--- src/rtl/isu_rc_arbiter.sv ---
// isu_rc_arbiter: two-class round-robin arbiter feeding a one-entry SRAM-controller request register
module isu_rc_arbiter #(
  parameter int NumReq = 4,
  parameter int StarveMax = 3,
  parameter type setWidth_t = logic,
  parameter type wayIndexWidth_t = logic,
  parameter type wbufWidth_t = logic,
  parameter type robWidth_t = logic
) (
  input  logic                  clk,
  input  logic                  rst_n,
  input  logic [NumReq-1:0]     req_valid,
  output logic [NumReq-1:0]     req_ready,
  input  logic [2:0]            req_op [NumReq],
  input  robWidth_t             req_rob_id [NumReq],
  input  setWidth_t             req_set [NumReq],
  input  wayIndexWidth_t        req_way [NumReq],
  input  wbufWidth_t            req_wbuf_id [NumReq],
  input  logic [NumReq-1:0]     req_hit_refill_buf,
  input  logic [127:0]          req_refill_data [NumReq],
  output logic                  d_rc_valid,
  input  logic                  d_rc_ready,
  output logic [NumReq-1:0]     d_rc_src_1hot,
  output logic [2:0]            d_rc_op,
  output robWidth_t             d_rc_rob_id,
  output setWidth_t             d_rc_set,
  output wayIndexWidth_t        d_rc_way,
  output wbufWidth_t            d_rc_wbuf_id,
  output logic                  d_rc_hit_refill_buf,
  output logic [127:0]          d_rc_refill_data
);
  localparam int PW = $clog2(NumReq);
  logic [NumReq-1:0] hi, lo, cls;
  logic [PW-1:0] rr_hi, rr_lo, ptr, win, nxt;
  logic [3:0] starve_cnt;
  logic free, sel_lo, gnt;
  always_comb begin
    hi = req_valid & req_hit_refill_buf;
    lo = req_valid & ~req_hit_refill_buf;
    free = ~d_rc_valid | d_rc_ready;
    sel_lo = |lo && (~|hi || starve_cnt == 4'(StarveMax));
    cls = sel_lo ? lo : hi;
    ptr = sel_lo ? rr_lo : rr_hi;
    win = '0;
    // scan farthest-first so the index nearest the pointer is the last one written
    for (int k = NumReq - 1; k >= 0; k--)
      if (cls[(int'(ptr) + k) % NumReq]) win = PW'((int'(ptr) + k) % NumReq);
    nxt = (int'(win) == NumReq - 1) ? '0 : win + PW'(1);
    gnt = rst_n & free & |cls;
    req_ready = gnt ? NumReq'(1) << win : '0;
  end
  always_ff @(posedge clk) begin
    if (!rst_n) begin
      rr_hi <= '0;
      rr_lo <= '0;
      starve_cnt <= '0;
      d_rc_valid <= 1'b0;
      d_rc_src_1hot <= '0;
      d_rc_op <= '0;
      d_rc_rob_id <= '0;
      d_rc_set <= '0;
      d_rc_way <= '0;
      d_rc_wbuf_id <= '0;
      d_rc_hit_refill_buf <= 1'b0;
      d_rc_refill_data <= '0;
    end else begin
      if (gnt) begin
        if (sel_lo) rr_lo <= nxt;
        else rr_hi <= nxt;
        d_rc_valid <= 1'b1;
        d_rc_src_1hot <= req_ready;
        d_rc_op <= req_op[win];
        d_rc_rob_id <= req_rob_id[win];
        d_rc_set <= req_set[win];
        d_rc_way <= req_way[win];
        d_rc_wbuf_id <= req_wbuf_id[win];
        d_rc_hit_refill_buf <= req_hit_refill_buf[win];
        d_rc_refill_data <= req_refill_data[win];
      end else if (d_rc_ready) begin
        d_rc_valid <= 1'b0;
      end
      starve_cnt <= (~|lo || (gnt && sel_lo)) ? '0 :
                    (gnt && starve_cnt < 4'(StarveMax)) ? starve_cnt + 4'd1 : starve_cnt;
    end
  end
endmodule

--- config.mk ---
export PLATFORM = sky130hd
export DESIGN_NAME = isu_rc_arbiter
export DESIGN_NICKNAME = d
export VERILOG_FILES = /design/src/rtl/isu_rc_arbiter.sv
export SDC_FILE = /design/constraint.sdc
export NUM_CORES = 1
export LEC_CHECK = 0
export CORE_AREA = 2 2 270 272
export DETAILED_ROUTE_END_ITERATION = 6
export DIE_AREA = 0 0 272 274
export DONT_BUFFER_PORTS = 1
export PLACE_DENSITY = 0.32
export SLEW_MARGIN = 20
export SYNTH_ARGS = -nofsm -noshare
export SYNTH_HDL_FRONTEND = slang
export SYNTH_SLANG_ARGS = --single-unit
--- constraint.sdc ---
create_clock -name clk -period 4.39 [get_ports clk]
set_clock_uncertainty 0.15 [all_clocks]
set_input_delay 1.0975 -clock clk [delete_from_list [all_inputs] [get_ports clk]]
set_output_delay 1.0975 -clock clk [all_outputs]
set_load 0.01 [all_outputs]
==> qor.yml <==
clock_tree:
  clock_sinks: 149
  clock_path_buffers: 2
  cts_root_buf: "clkbuf_16"
  postCtsHoldBufs: 0
  cts_resized: 0
  clk_latency_ns: 0.46
  htree_num_levels: 4
  cts_tree: "yes"
  path_clk_slew_ns: 0.06
  cts_made_buffers: 17
  post_cts_buffers: 0
global_route:
  grt_max_degree: 141
  grt_pass1_wl_mm: 49.4
  grt-ovfl-total: 0
  first_global_vias: 7314
  antenna_found_initial: 9
  grt_usage: 0.0910
min_path:
  min_from: "starve_cnt[2]"
  hold_path_end: "starve_cnt[2]"
  hp-class: "register to register"
  min_path_cells: 2
logic_synthesis:
  synthCells: 881
  syn_area_per_cell_um2: 10.1
  synth-main-ff-cell: "dfxtp_1"
  synth-simple-area-share: 0.0304
  synth_edf_count: 0
  synthArstFlopShare: 0
  yosys.cell_types.count: 46
  yosysWarnings: 0
  synth_seq_cells: 149
  synth_compound_area_frac: 0.248
  ys_seq_area_frac: 0.334
  syn_nets: 1434
  synthAdderAreaFrac: 0.00280
  netlist_area_um2: 8920
  synth_top_family_by_area: "multiplexers"
  synth.area.mux_share: 0.306
  synth_xor_area_frac: 0.000982
sta:
  worst_pin_slew_ns: 0.984
  fin_crit_sh: 0.975
  min_period_ns: 4.28
  finalHoldViolCount: 0
  worst_slack_ns: 0.111
  rsz0062_at_grt: "false"
  relSlewSlack: 0.344
  setup_viol: 0
  setup_tns_ns: 0
  fmax_mhz: 234
  slew_viol_final: 0
die:
  die_w_um: 272
  die_h_um: 274
  start_util: 0.124
  die_area_um2: 74500
  coreArea_um2: 72000
  io-pin-count: 696
  std_cell_rows: 99
critical_path:
  cp-end-kind: "output pin"
  crit_start: "req_valid[3]"
  critPathLaunchType: "primary input"
  reg2reg_to: "d_rc_wbuf_id"
  r2r_start: "starve_cnt[0]"
  required_ns: 3.14
  crit_path_max_fanout: 7
  cp.arrival_ns: 3.03
  r2r_slack_ns: 0.77
  reg2reg_depth: 11
  critPathKind: "primary input to output pin"
job:
  cap_viol_max_count: 0
cells_and_area:
  fin_area_um2: 10300
  area_growth_pct: 15.2
  drive_gt1_frac: 0.0909
  final_common_cell: "mux2i_1"
  nets: 1379
  final_cell_mix: "273 x mux2i_1, 149 x dfxtp_1, 139 x a21oi_1"
  fillCellCount: 8072
  fin_util: 0.143
route:
  wl_per_cell_um: 20.2
  drt_wl_total_mm: 36.4
  via_count: 7478
  drt-initial-drc-count: 404
  drc: 0
  drtPass1Iterations: 4
  viasPerCell: 4.15
  final_antenna_net_count: 0
placed_design:
  dp_slack_ns: 0.0224
  placed_cell_area_um2: 9720
  io_buffers: 0
  dp_hpwl_mm: 27.5
  globalplace.congestion: 0.824
run_status:
  outcome: "completed"
power:
  leakagePower_nw: 4.17
  ir_worst_vdd_mv: 0.149
  p_per_area_nw_per_um2: 444
-- worst max-delay path: stages --
cell	delay, ns
nor2b_1	0.16
or4_1	0.57
buf_4	0.20
a221oi_2	0.28
o22a_1	0.23
a21boi_0	0.10
ha_1	0.22
and2_4	0.18
-- synthesized netlist by cell type, types with 2 or more instances --
| master | number | area (um2) |
|---|---|---|
| a211oi_1 | 2 | 15.0 |
| a21boi_0 | 2 | 15.0 |
| a21o_1 | 2 | 15.0 |
| a21oi_1 | 141 | 706 |
| a221oi_1 | 122 | 1070 |
| a221oi_2 | 15 | 225 |
| a22oi_1 | 5 | 37.5 |
| and2_1 | 5 | 31.3 |
| buf_1 | 4 | 15.0 |
| buf_12 | 11 | 220 |
| buf_2 | 16 | 80.1 |
| buf_4 | 8 | 60.1 |
| buf_6 | 12 | 135 |
| clkbuf_1 | 40 | 150 |
| dfxtp_1 | 149 | 2980 |
| ha_1 | 2 | 25.0 |
| inv_1 | 6 | 22.5 |
| mux2i_1 | 273 | 2730 |
| nand2_1 | 8 | 30.0 |
| nor2_1 | 17 | 63.8 |
| nor2b_1 | 8 | 50.1 |
| nor3_1 | 2 | 10.0 |
| nor4_1 | 2 | 12.5 |
| o211ai_1 | 2 | 15.0 |
| o21ai_0 | 3 | 15.0 |
| o22ai_1 | 3 | 18.8 |
| or4_1 | 2 | 15.0 |
-- layer usage --
layer,vias to the layer above,wire [um],GRT usage
li1,3384,-,-
met2,333,18100,0.147
met4,6,790,0.0385
met5,-,84,0.00578
met1,3712,14700,0.107
met3,43,2690,0.0344
-- sequential cells by signal, indices dropped and copies added (netlist names) --
register	count
d_rc_refill_data	128
d_rc_src_1hot	4
starve_cnt	4
d_rc_op	3
rr_hi	2
rr_lo	2
d_rc_hit_refill_buf	1
d_rc_rob_id	1
d_rc_set	1
d_rc_valid	1
d_rc_way	1
d_rc_wbuf_id	1
-- kinds of logic after synthesis --
| logic type | count (synthesis) |
|---|---|
| compound gates | 307 |
| xor+xnor | 1 |
| fa+ha+maj | 2 |
| buf+inv | 98 |
| flops | 149 |
| mux | 273 |
| simple gates | 51 |
-- power breakdown --
| group | total [mW] | switching [mW] | internal, mW |
|---|---|---|---|
| clock | 1.40 | 0.626 | 0.776 |
| combinational | 1.21 | 0.654 | 0.560 |
| sequential | 1.94 | 0.344 | 1.60 |
-- metrics by stage --
stage,total power [mW],instances,hold slack (ns)
final,4.56,1802,0.306
after global routing,4.85,1801,0.346
after CTS,4.69,1795,0.307
after detailed placement,3.20,1766,0.298
after global placement,3.19,1766,0.293
after floorplan,2.96,881,0.278
-- worst max-delay path by stage --
stage	cells past startpoint	end
2_1_floorplan	12	req_ready[3]
3_3_place_gp	9	req_ready[3]
3_5_place_dp	9	req_ready[3]
4_1_cts	9	req_ready[3]
5_1_grt	8	req_ready[3]
6_report	8	req_ready[3]
-- final cells by class --
type                       instances  area (um2)  area share
inverter                           7        26.3     0.00256
timing repair buffer              17         215      0.0209
multi-input combinational        634        5310       0.516
antenna                            7        17.5     0.00170
sequential                       149        2980       0.290
tap                              959        1200       0.117
clock buffer                      18         439      0.0427
clock inverter                    11        88.8     0.00864
(Power assumes the default switching activity.)
